<file path="src/rtl/vdp_mixer.sv">
// Pixel compositor: merges sprite slot outputs over a background colour by index
// priority, re-aligns display timing, and tracks sticky sprite collisions.
module vdp_mixer #(
    parameter int unsigned N_SPRITES   = 8,
    parameter int unsigned RGB_WIDTH   = 3,
    parameter logic        SYNC_ACTIVE = 1'b0
) (
    input  logic                            clk,
    input  logic                            reset,
    input  logic                            display_on_in,
    input  logic                            hsync_in,
    input  logic                            vsync_in,
    input  logic [N_SPRITES-1:0]            sprite_rgb_en,
    input  logic [N_SPRITES*RGB_WIDTH-1:0]  sprite_rgb,
    input  logic [RGB_WIDTH-1:0]            wr_data,
    input  logic                            bg_we,
    input  logic                            collision_clear,
    output logic                            hsync,
    output logic                            vsync,
    output logic [RGB_WIDTH-1:0]            rgb,
    output logic [N_SPRITES-1:0]            collision,
    output logic                            frame_strobe
);

    logic                 de_d1;
    logic                 hs_d1;
    logic                 vs_d1;
    logic [RGB_WIDTH-1:0] background;
    logic [RGB_WIDTH-1:0] selected;
    logic                 hit_any;
    logic                 multi_hit;
    logic [N_SPRITES-1:0] collision_next;

    // Stage A: timing inputs wait one cycle for the sprite slots' registered outputs
    always_ff @(posedge clk or posedge reset) begin
        if (reset) begin
            de_d1 <= 1'b0;
            hs_d1 <= ~SYNC_ACTIVE;
            vs_d1 <= ~SYNC_ACTIVE;
        end else begin
            de_d1 <= display_on_in;
            hs_d1 <= hsync_in;
            vs_d1 <= vsync_in;
        end
    end

    always_ff @(posedge clk or posedge reset) begin
        if (reset) begin
            background <= '0;
        end else if (bg_we) begin
            background <= wr_data;
        end
    end

    // Lowest index wins; any later hit after the first marks a multi-slot overlap
    always_comb begin
        selected  = background;
        hit_any   = 1'b0;
        multi_hit = 1'b0;
        for (int unsigned i = 0; i < N_SPRITES; i++) begin
            if (sprite_rgb_en[i]) begin
                if (!hit_any) begin
                    selected = sprite_rgb[i*RGB_WIDTH +: RGB_WIDTH];
                end else begin
                    multi_hit = 1'b1;
                end
                hit_any = 1'b1;
            end
        end
    end

    // Clear is applied first so a coincident new collision is never lost
    always_comb begin
        collision_next = collision_clear ? '0 : collision;
        if (de_d1 && multi_hit) begin
            collision_next = collision_next | sprite_rgb_en;
        end
    end

    // Stage B: colour, syncs and status leave together
    always_ff @(posedge clk or posedge reset) begin
        if (reset) begin
            rgb          <= '0;
            hsync        <= ~SYNC_ACTIVE;
            vsync        <= ~SYNC_ACTIVE;
            collision    <= '0;
            frame_strobe <= 1'b0;
        end else begin
            rgb          <= de_d1 ? selected : '0;
            hsync        <= hs_d1;
            vsync        <= vs_d1;
            collision    <= collision_next;
            frame_strobe <= (vs_d1 == SYNC_ACTIVE) && (vsync != SYNC_ACTIVE);
        end
    end

endmodule

</file>
<file path="config.mk">
export PLATFORM = sky130hd
export DESIGN_NAME = vdp_mixer
export DESIGN_NICKNAME = d
export VERILOG_FILES = /design/src/rtl/vdp_mixer.sv
export SDC_FILE = /design/constraint.sdc
export NUM_CORES = 1
export LEC_CHECK = 0
export ABC_CLOCK_PERIOD_IN_PS = 3700
export BUFFER_PORTS_ARGS = -buffer_cell sky130_fd_sc_hd__clkbuf_2
export CAP_MARGIN = 25
export CELL_PAD_IN_SITES_DETAIL_PLACEMENT = 0
export CELL_PAD_IN_SITES_GLOBAL_PLACEMENT = 1
export CORE_ASPECT_RATIO = 1.2
export CORE_MARGIN = 10
export CORE_UTILIZATION = 36
export CTS_BUF_LIST = sky130_fd_sc_hd__clkbuf_4 sky130_fd_sc_hd__clkbuf_8
export DETAILED_ROUTE_END_ITERATION = 10
export PLACE_DENSITY = 0.85
export SKIP_LAST_GASP = 1
export SLEW_MARGIN = 25
export SYNTH_ARGS = -nofsm -noshare
export SYNTH_HDL_FRONTEND = slang
export SYNTH_SLANG_ARGS = --single-unit
</file>
<file path="constraint.sdc">
create_clock -name clk -period 3.7 [get_ports clk]
set_clock_uncertainty 0.1 [all_clocks]
set_input_delay 1.11 -clock clk [delete_from_list [all_inputs] [get_ports clk]]
set_output_delay 1.11 -clock clk [all_outputs]
set_load 0.05 [all_outputs]
</file>
==> qor.yml, run 1 <==
outcome: "finished, final reports clean"
cp_cell_sequence: "clkbuf_2, or4_4, or2_4, o311ai_1, o21ai_1"
postCtsSetupBuffers: 0
cts_hold_buf: 0
final_cell_area_mm2: 0.00145
clock.fmax_ghz: 0.402
clkTransAtPathRegs_ns: 0.11
slowest_stage: "or4_4"
coreArea_mm2: 0.00303
rsz0062_at_grt: "no"
cp_top_family: "simple AND/OR/NAND/NOR gates"
globalplace.congestion: 0.802
power_leakage_nw: 0.687
synth.avg_cell_area_um2: 9.30
whs_ns: 0.264
cts_root_buffer: "clkbuf_4"
dieArea_mm2: 0.00577
post-route-min-period_ns: 2.49
die_x_um: 71.0
power_density_mw_per_mm2: 354
ir_drop_uv: 209
cp-start-kind: "input pin"
hp-class: "flop to flop"
end_kind: "flop"
clk_latency_ns: 0.30
antenna_found_initial: 0
nFillCells: 306
synth_nets: 163
hold_viol_final: 0
syn_area_mm2: 0.00112
avgViaCountPerCell: 5.36
path_max_fanout: 12
synthDistinctLibCells: 36
io_pins: 56
fp.dieH_um: 81.2
worstMarginPinSlew_ns: 0.786
first_pass_iters: 4
area_growth_pct: 29.0
n_antenna_cell: 0
wire_per_inst_um: 16.0
crit_path_max_incr_delay_ns: 0.60
placed_cell_area_mm2: 0.00142
grt_max_degree: 21
grt_pass1_wl_um: 5510
portBuffers: 55
syn_inst: 121
routed-via-count: 1115
final_cell_mix: "clkbuf_2, dfrtp_1, inv_1"
final_common_cell: "clkbuf_2"
async_flop_share_pct: 100
ant_nets: 0
synth_edf_count: 0
drc: 0
clock-sinks: 20
cts_tree: "yes"
period_share_pct: 67.3
worstSetupPathType: "input pin to flop"
crit_buf_inv: 1
cap_violations: 0
postRouteWirelength_um: 3330
row_count: 22
synth_seq_cells: 20
cts_max_level: 1
nets: 215
max-clock-path-buffers: 2
yosysSeqAreaShare_pct: 44.9
final_layout_size_suffix_gt1_share_pct: 40.7
ys.warnings.count: 0
cp_data_arrival_time_ns: 2.58
cts_made_buffers: 3
slew_headroom_pct: 47.6
slew_violations: 0
setup_viol: 0
start_util_pct: 37.1
dp_hpwl_um: 2690
ctsResizeCount: 0
dr.first_iter.drc_count: 10
grt_overflow: 0
worstPathRequired_ns: 3.79
grt_util_all_layers_pct: 11.6
synth_flop_cell: "dfrtp_1"
grt_pass1_vias: 1180
tns_ns: 0
==> cell usage after synthesis, drive strengths merged (4+ instances only) <==
| master | count | share of area [%] |
|---|---|---|
| dfrtp | 16 | 36 |
| a21oi | 5 | 2.2 |
| clkbuf | 8 | 2.7 |
| o21ai | 10 | 4.4 |
| mux2i | 4 | 3.6 |
| nor2 | 5 | 1.7 |
| nor3 | 4 | 1.8 |
| nor2b | 4 | 2.2 |
| inv | 11 | 3.7 |
| nand2 | 10 | 3.3 |
| o22ai | 5 | 2.8 |
| o311ai | 4 | 3.1 |
| dfstp | 4 | 9.3 |
==> final timing paths <==
| path | startpoint | to | slack [ns] | cells past startpoint |
|---|---|---|---|---|
| worst max register to register | background[0]$_DFFE_PP0P_ | rgb[0]$_DFF_PP0_ | 2.31 | 3 |
| worst max-delay path | sprite_rgb_en[1] | rgb[0]$_DFF_PP0_ | 1.21 | 5 |
| worst min-delay path | hs_d1$_DFF_PP1_ | hsync$_DFF_PP1_ | 0.26 | 0 |
| worst min register to register | hs_d1$_DFF_PP1_ | hsync$_DFF_PP1_ | 0.26 | 0 |
| max in group asynchronous | reset | background[0]$_DFFE_PP0P_ | 2.19 | 2 |
| min in group asynchronous | reset | collision[0]$_DFF_PP0_ | 0.82 | 2 |
==> per-stage QoR <==
step	power (W)	std cells	setup WS, ns	util [%]
finish	0.000514	208	1.21	47.9
global route	0.000548	208	1.17	47.9
CTS	0.000520	208	1.21	47.9
detailed placement	0.000393	204	0.884	46.7
global placement	0.000390	204	0.923	46.7
floorplan	0.000343	121	1.20	-
==> registers in the layout, indices dropped and copies added (netlist names) <==
| register | cells |
|---|---|
| collision | 8 |
| vs_d1 | 1 |
| hs_d1 | 1 |
| rgb | 3 |
| frame_strobe | 1 |
| hsync | 1 |
| background | 3 |
| vsync | 1 |
| de_d1 | 1 |
==> kinds of logic after synthesis <==
logic type	count (synthesis)	share of synthesized area, %
flip-flops	20	44.9
buffers and inverters	19	6.34
AND/OR/NAND/NOR	38	19.7
AO/OA/AOI/OAI	37	22.5
multiplexers	7	6.56
==> power breakdown <==
group | internal [W] | total [W] | switching (W)
combinational | 0.0000461 | 0.000140 | 0.0000944
sequential | 0.000237 | 0.000247 | 0.00000974
clock | 0.0000600 | 0.000126 | 0.0000661
==> cell type report <==
type,instances,area (um2),share of cell area [%]
multi-input combinational,82,548,37.8
timing repair buffer,55,275,19.0
sequential,20,505,34.8
inverter,11,41.3,2.84
clock buffer,4,36.3,2.50
tap,36,45.0,3.10
==> layer usage <==
metal / global-route usage (%) / share of wire [%] / vias to the layer above / routed length, um
met3: 3.90 / 7.9 / 4 / 264
li1: - / - / 549 / -
met5: 0 / 0 / - / 0
met2: 20.2 / 51 / 39 / 1700
met4: 4.07 / 1.1 / 0 / 36
met1: 12.8 / 40 / 523 / 1340
Power figures use the tool's default switching activity.
==> run 2, diff against run 1 <==
- ABC_AREA: default -> 1
- ABC_CLOCK_PERIOD_IN_PS: 3700 -> 2100
- CORE_UTILIZATION: 36 -> 29
- PLACE_DENSITY: 0.85 -> 0.74
- clock period: 3.7 -> 2.1 ns (I/O delays scaled with it)
==> run 2 against run 1 <==
Against the previous run:
- sequential cell count stayed put
- power is 88% higher
- global-route usage is 1.3 points lower
- routed wire length is 3.6% higher
- highest routed layer unchanged
- register-to-register slack worse by 1.4 ns
- die area is 23% higher
- combinational power is 86% higher
- via count is 4.7% higher
==> qor.yml, run 2 <==
crit_buf_inv: 1  # unchanged
slew_violations: 0  # unchanged
dr.first_iter.drc_count: 65  # +55
coreArea_mm2: 0.00397  # +31%
cp_cell_sequence: "clkbuf_2"
synthDistinctLibCells: 21  # -42%
cap_violations: 0  # unchanged
cp_data_arrival_time_ns: 1.05  # -1.53 ns
grt_pass1_vias: 1340  # +14%
portBuffers: 55  # unchanged
area_growth_pct: 34.5
worstPathRequired_ns: 1.37  # -2.42 ns
synth_edf_count: 0  # unchanged
final_common_cell: "clkbuf_2"
fin_ws_ns: 0.323  # -0.887 ns
globalplace.congestion: 0.737  # -8.2%
worstSetupPathType: "flop to output port"
path_max_fanout: 2  # -10
synth.avg_cell_area_um2: 7.44  # -20%
start_util_pct: 30.1  # -7.0 points
grt_overflow: 0  # unchanged
dp_hpwl_um: 2940  # +9.2%
period_share_pct: 84.6
first_pass_iters: 4  # unchanged
io_pins: 56  # unchanged
cp-start-kind: "flop"
synth_nets: 203  # +25%
largest_register: "collision"
routed-via-count: 1167  # +4.7%
clk_latency_ns: 0.25  # -0.05 ns
postCtsSetupBuffers: 0  # unchanged
drc: 0  # unchanged
clock.fmax_ghz: 0.563
async_flop_share_pct: 100  # unchanged
power_leakage_nw: 0.918  # +34%
ir_drop_uv: 351  # +68%
n_antenna_cell: 0  # unchanged
largest_registers: "collision (8), background (3), rgb (3)"
slowest_stage: "dfstp_2"
synth_area_leader_cell: "dfrtp_1"
synth_flop_cell: "dfrtp_1"
syn_inst: 161  # +33%
clkTransAtPathRegs_ns: 0.07  # -0.04 ns
slew_headroom_pct: 77.2  # +30 points
cts_max_level: 1  # unchanged
synth_seq_cells: 20  # unchanged
wire_per_inst_um: 12.5  # -22%
grt_pass1_wl_um: 6050  # +9.8%
cts_root_buffer: "clkbuf_8"
nFillCells: 447  # +46%
die_x_um: 78.7  # +11%
fp.dieH_um: 90.4  # +11%
cts_tree: "yes"
whs_ns: 0.264  # -0.000458 ns
pre_cts_ws_ns: 0.113  # -0.770 ns
synth_top_area_share_pct: 33.4  # -2.2 points
end_kind: "output port"
ant_nets: 0  # unchanged
synth_area_leaders: "dfrtp_1, nand2_1, dfstp_2"
post-route-min-period_ns: 1.78
outcome: "finished, final reports clean"
dieArea_mm2: 0.00711  # +23%
avgViaCountPerCell: 4.21  # -21%
hp-class: "input pin to asynchronous set/reset pin"
postRouteWirelength_um: 3450  # +3.6%
power_density_mw_per_mm2: 598  # +69%
cts_made_buffers: 3  # unchanged
row_count: 25  # +14%
grt_util_all_layers_pct: 10.3  # -1.3 points
ys.warnings.count: 0  # unchanged
setup_viol: 0  # unchanged
syn_area_mm2: 0.00120  # +6.5%
nets: 266  # +24%
worstMarginPinSlew_ns: 0.342  # -0.443 ns
final_cell_mix: "clkbuf_2, nand2_1, inv_1"
cts_hold_buf: 0  # unchanged
cp_top_family: "flip-flops"
max-clock-path-buffers: 2  # unchanged
yosysSeqAreaShare_pct: 42.2  # -2.7 points
grt_max_degree: 21  # unchanged
finalPower_w: 0.000963  # +88%
synth.top_cells.by_count: "nand2_1, inv_1, nand3_1"
hold_viol_final: 0  # unchanged
tns_ns: 0  # unchanged
crit_path_max_incr_delay_ns: 0.53  # -0.07 ns
yosysMostFrequentCell: "nand2_1"
ctsResizeCount: 0  # unchanged
final_layout_size_suffix_gt1_share_pct: 38.6  # -2.1 points
largest_reg_flops: 8  # unchanged
final_util_pct: 40.5  # -7.4 points
antenna_found_initial: 0  # unchanged
rsz0062_at_grt: "no"
clock-sinks: 20  # unchanged
-- run 2: cell count changes after synthesis, moves of 4 or more --
cell,before,now
nand3_1,1,17
clkbuf_1,8,1
o21ai_0,8,1
nor3_1,4,0
nand4_1,0,6
inv_1,11,25
mux2i_1,4,0
o21ai_1,2,6
nor2b_1,4,0
o22ai_1,5,0
nand2_1,10,51
-- run 2: cell type report --
type | count | area, um2 | share of cell area (%)
inverters | 28 | 105 | 6.53
flip-flops and latches | 20 | 505 | 31.4
multi-input cells | 109 | 556 | 34.5
repair buffers | 62 | 328 | 20.4
clock buffers | 4 | 48.8 | 3.03
well taps | 54 | 67.6 | 4.20
-- run 2: metrics by stage --
| stage | cells | area [um2] |
|---|---|---|
| floorplan | 161 | 1200 |
| global placement | 273 | 1560 |
| detailed placement | 273 | 1560 |
| CTS | 277 | 1610 |
| global route | 277 | 1610 |
| finish | 277 | 1610 |
-- run 2: cell families after synthesis --
| kind of cell | synth area share, % |
|---|---|
| AO/OA/AOI/OAI | 5.43 |
| multiplexers | 1.88 |
| buffers and inverters | 11.4 |
| AND/OR/NAND/NOR | 39.1 |
| flip-flops | 42.2 |
-- run 2: worst paths after layout --
kind,slack (ns),end,start,cells past startpoint
max,0.32,vsync,vsync$_DFF_PP1_,1
min,0.26,rgb[2]$_DFF_PP0_,reset,3
max reg2reg,0.93,rgb[2]$_DFF_PP0_,background[2]$_DFFE_PP0P_,10
min reg2reg,0.27,hsync$_DFF_PP1_,hs_d1$_DFF_PP1_,0
max in group asynchronous,1.37,vsync$_DFF_PP1_,reset,3
min in group clk,0.27,hsync$_DFF_PP1_,hs_d1$_DFF_PP1_,0
-- run 2: power breakdown --
group          leakage, nW  internal (W)  switching [W]  total (W)
clock               0.0262      0.000148       0.000117   0.000265
sequential           0.239      0.000419      0.0000180   0.000437
combinational        0.653     0.0000835       0.000178   0.000261
total                0.918      0.000650       0.000313   0.000963
-- run 2: per-layer routing --
layer | global-route usage [%] | vias to the layer above | share of wire (%)
met5 | 0 | - | 0
met4 | 2.69 | 0 | 0.98
met3 | 3.29 | 2 | 6.5
met2 | 18.5 | 35 | 52
met1 | 11.1 | 501 | 40
li1 | - | 629 | -
==> run 3, diff against run 2 <==
- ABC_CLOCK_PERIOD_IN_PS: 2100 -> 1700
- CORE_UTILIZATION: 29 -> 33
- PLACE_DENSITY: 0.74 -> 0.8
- clock period: 2.1 -> 1.7 ns (I/O delays scaled with it)
==> run 3 against run 2 <==
Against the previous run:
- sequential share of layout area down 0.74 points
- largest power group unchanged
- largest cell class unchanged
- clock power up 78%
- register-to-register slack worse by 0.39 ns
- first-iteration DRC count down 35%
- setup slack worse by 0.27 ns
- cell count down 4.3%
- sequential power up 23%
- worst hold slack worse by 0.12 ns
- highest routed layer unchanged
- design area up 2.4%
- combinational power up 25%
==> qor.yml, run 3 (same netlist as run 2, synthesis figures left out) <==
max-clock-path-buffers: 2  # unchanged
place_inst: 261  # -4.4%
post-route-min-period_ns: 1.65
crit_path_max_incr_delay_ns: 0.53  # about the same
final_cells: 265  # -4.3%
dieArea_mm2: 0.00645  # -9.3%
wire_per_inst_um: 12.2  # -2.5%
avgViaCountPerCell: 4.45  # +5.6%
crit_buf_inv: 1  # unchanged
largest_register: "collision"
p_seq_share_pct: 40.2  # -5.2 points
clkTransAtPathRegs_ns: 0.07  # about the same
slew_headroom_pct: 78.2  # +0.99 points
p_int_w: 0.000939  # +44%
antenna_found_initial: 0  # unchanged
cp_top_family: "flip-flops"
n_antenna_cell: 0  # unchanged
grt_util_all_layers_pct: 10.7  # +0.42 points
grt_pass1_vias: 1292  # -3.6%
largest_registers: "collision (8), background (3), rgb (3)"
row_count: 23  # -8.0%
clk_latency_ns: 0.25  # about the same
cts_max_level: 1  # unchanged
period_share_pct: 97.0
grt.busiest_layer: "met2"
grtUsageMet2_pct: 18.7  # +0.20 points
globalplace.congestion: 0.827  # +12%
p_comb_share_pct: 24.4  # -2.7 points
setup_viol: 0  # unchanged
slew_violations: 0  # unchanged
cts_hold_buf: 0  # unchanged
largest_reg_flops: 8  # unchanged
hold_viol_final: 0  # unchanged
slowest_stage: "dfstp_2"
switchingPower_w: 0.000398  # +27%
grt_overflow: 0  # unchanged
drc: 0  # unchanged
portBuffers: 55  # unchanged
clock.fmax_ghz: 0.606
grt_max_degree: 21  # unchanged
dr.first_iter.drc_count: 42  # -35%
final_cell_mix: "clkbuf_2, nand2_1, inv_1"
grt_pass1_wl_um: 5580  # -7.8%
final_layout_size_suffix_gt1_share_pct: 39.9  # +1.3 points
fin_ws_ns: 0.0508  # -0.272 ns
coreArea_mm2: 0.00342  # -14%
die_x_um: 75.0  # -4.7%
clock-sinks: 20  # unchanged
cp-start-kind: "flop"
grtUsageMet1_pct: 11.3  # +0.24 points
end_kind: "output port"
cts_root_buffer: "clkbuf_8"
io_pins: 56  # unchanged
ir_drop_uv: 570  # +62%
worstSetupPathType: "flop to output port"
cp_data_arrival_time_ns: 1.04  # about the same
finalPower_w: 0.00134  # +39%
ctsResizeCount: 0  # unchanged
pre_cts_ws_ns: -0.117  # -0.231 ns
dp_hpwl_um: 2760  # -6.0%
rsz0062_at_grt: "no"
cap_violations: 0  # unchanged
power_leakage_nw: 0.952  # +3.7%
worstPathRequired_ns: 1.09  # -0.28 ns
nets: 271  # +1.9%
postRouteWirelength_um: 3220  # -6.7%
path_max_fanout: 2  # unchanged
met3_usage_pct: 5.31  # +2.0 points
outcome: "finished, final reports clean"
hp-class: "input pin to asynchronous set/reset pin"
area_growth_pct: 37.7
power_density_mw_per_mm2: 811  # +36%
worstMarginPinSlew_ns: 0.328  # -0.0149 ns
switching_share_pct: 29.7  # -2.8 points
cts_made_buffers: 3  # unchanged
cp_cell_sequence: "buf_2"
routed-via-count: 1179  # +1.0%
clock_power_share_pct: 35.3  # +7.8 points
ant_nets: 0  # unchanged
postCtsSetupBuffers: 0  # unchanged
start_util_pct: 35.0  # +4.8 points
final_common_cell: "clkbuf_2"
fp.dieH_um: 86.0  # -4.9%
cts_tree: "yes"
first_pass_iters: 4  # unchanged
[run 3: changes by cell type in the layout (fill, tap and decap cells not counted), sizes merged]
| cell | change |
|---|---|
| buf | +6 |
| clkbuf | -2 |
| bufinv | +1 |
[run 3: cell type report]
cell class                 instances  area, um2
sequential                        20        505
timing repair buffer              67        365
tap                               37       46.3
clock inverter                     1       30.0
clock buffer                       3       41.3
fill                             357       1780
inverter                          28        105
multi-input combinational        109        556
[run 3: metrics by stage]
stage          instance area, um2  TNS [ns]  hold WS (ns)  util (%)
2_1_floorplan                1200         0         0.245         -
3_3_place_gp                 1580    -0.758         0.246      46.1
3_5_place_dp                 1580    -0.890         0.247      46.1
4_1_cts                      1650         0         0.148      48.2
5_1_grt                      1650         0         0.194      48.2
6_report                     1650         0         0.143      48.2
[run 3: final timing paths]
kind	slack [ns]	to	depth (start not counted)	startpoint
max	0.05	vsync	1	vsync$_DFF_PP1_
min	0.14	frame_strobe$_DFF_PP0_	3	reset
max reg2reg	0.54	rgb[1]$_DFF_PP0_	8	background[1]$_DFFE_PP0P_
min reg2reg	0.26	hsync$_DFF_PP1_	0	hs_d1$_DFF_PP1_
max in group asynchronous	1.09	vs_d1$_DFF_PP1_	3	reset
min in group clk	0.23	vs_d1$_DFF_PP1_	1	vsync_in
[run 3: per-layer routing]
metal | part of all wire [%] | up-vias
li1 | - | 639
met1 | 39 | 509
met2 | 51 | 29
met3 | 9.3 | 2
met4 | 0.43 | 0
met5 | 0 | -
[run 3: power groups by stage]
stage | registers, W | clock network (W) | logic, W
final | 0.000538 | 0.000472 | 0.000327
after detailed placement | 0.000546 | 0 | 0.000331
after floorplan | 0.000640 | 0 | 0.000111
after global placement | 0.000547 | 0 | 0.000331
after global routing | 0.000542 | 0.000502 | 0.000363
after CTS | 0.000538 | 0.000482 | 0.000333
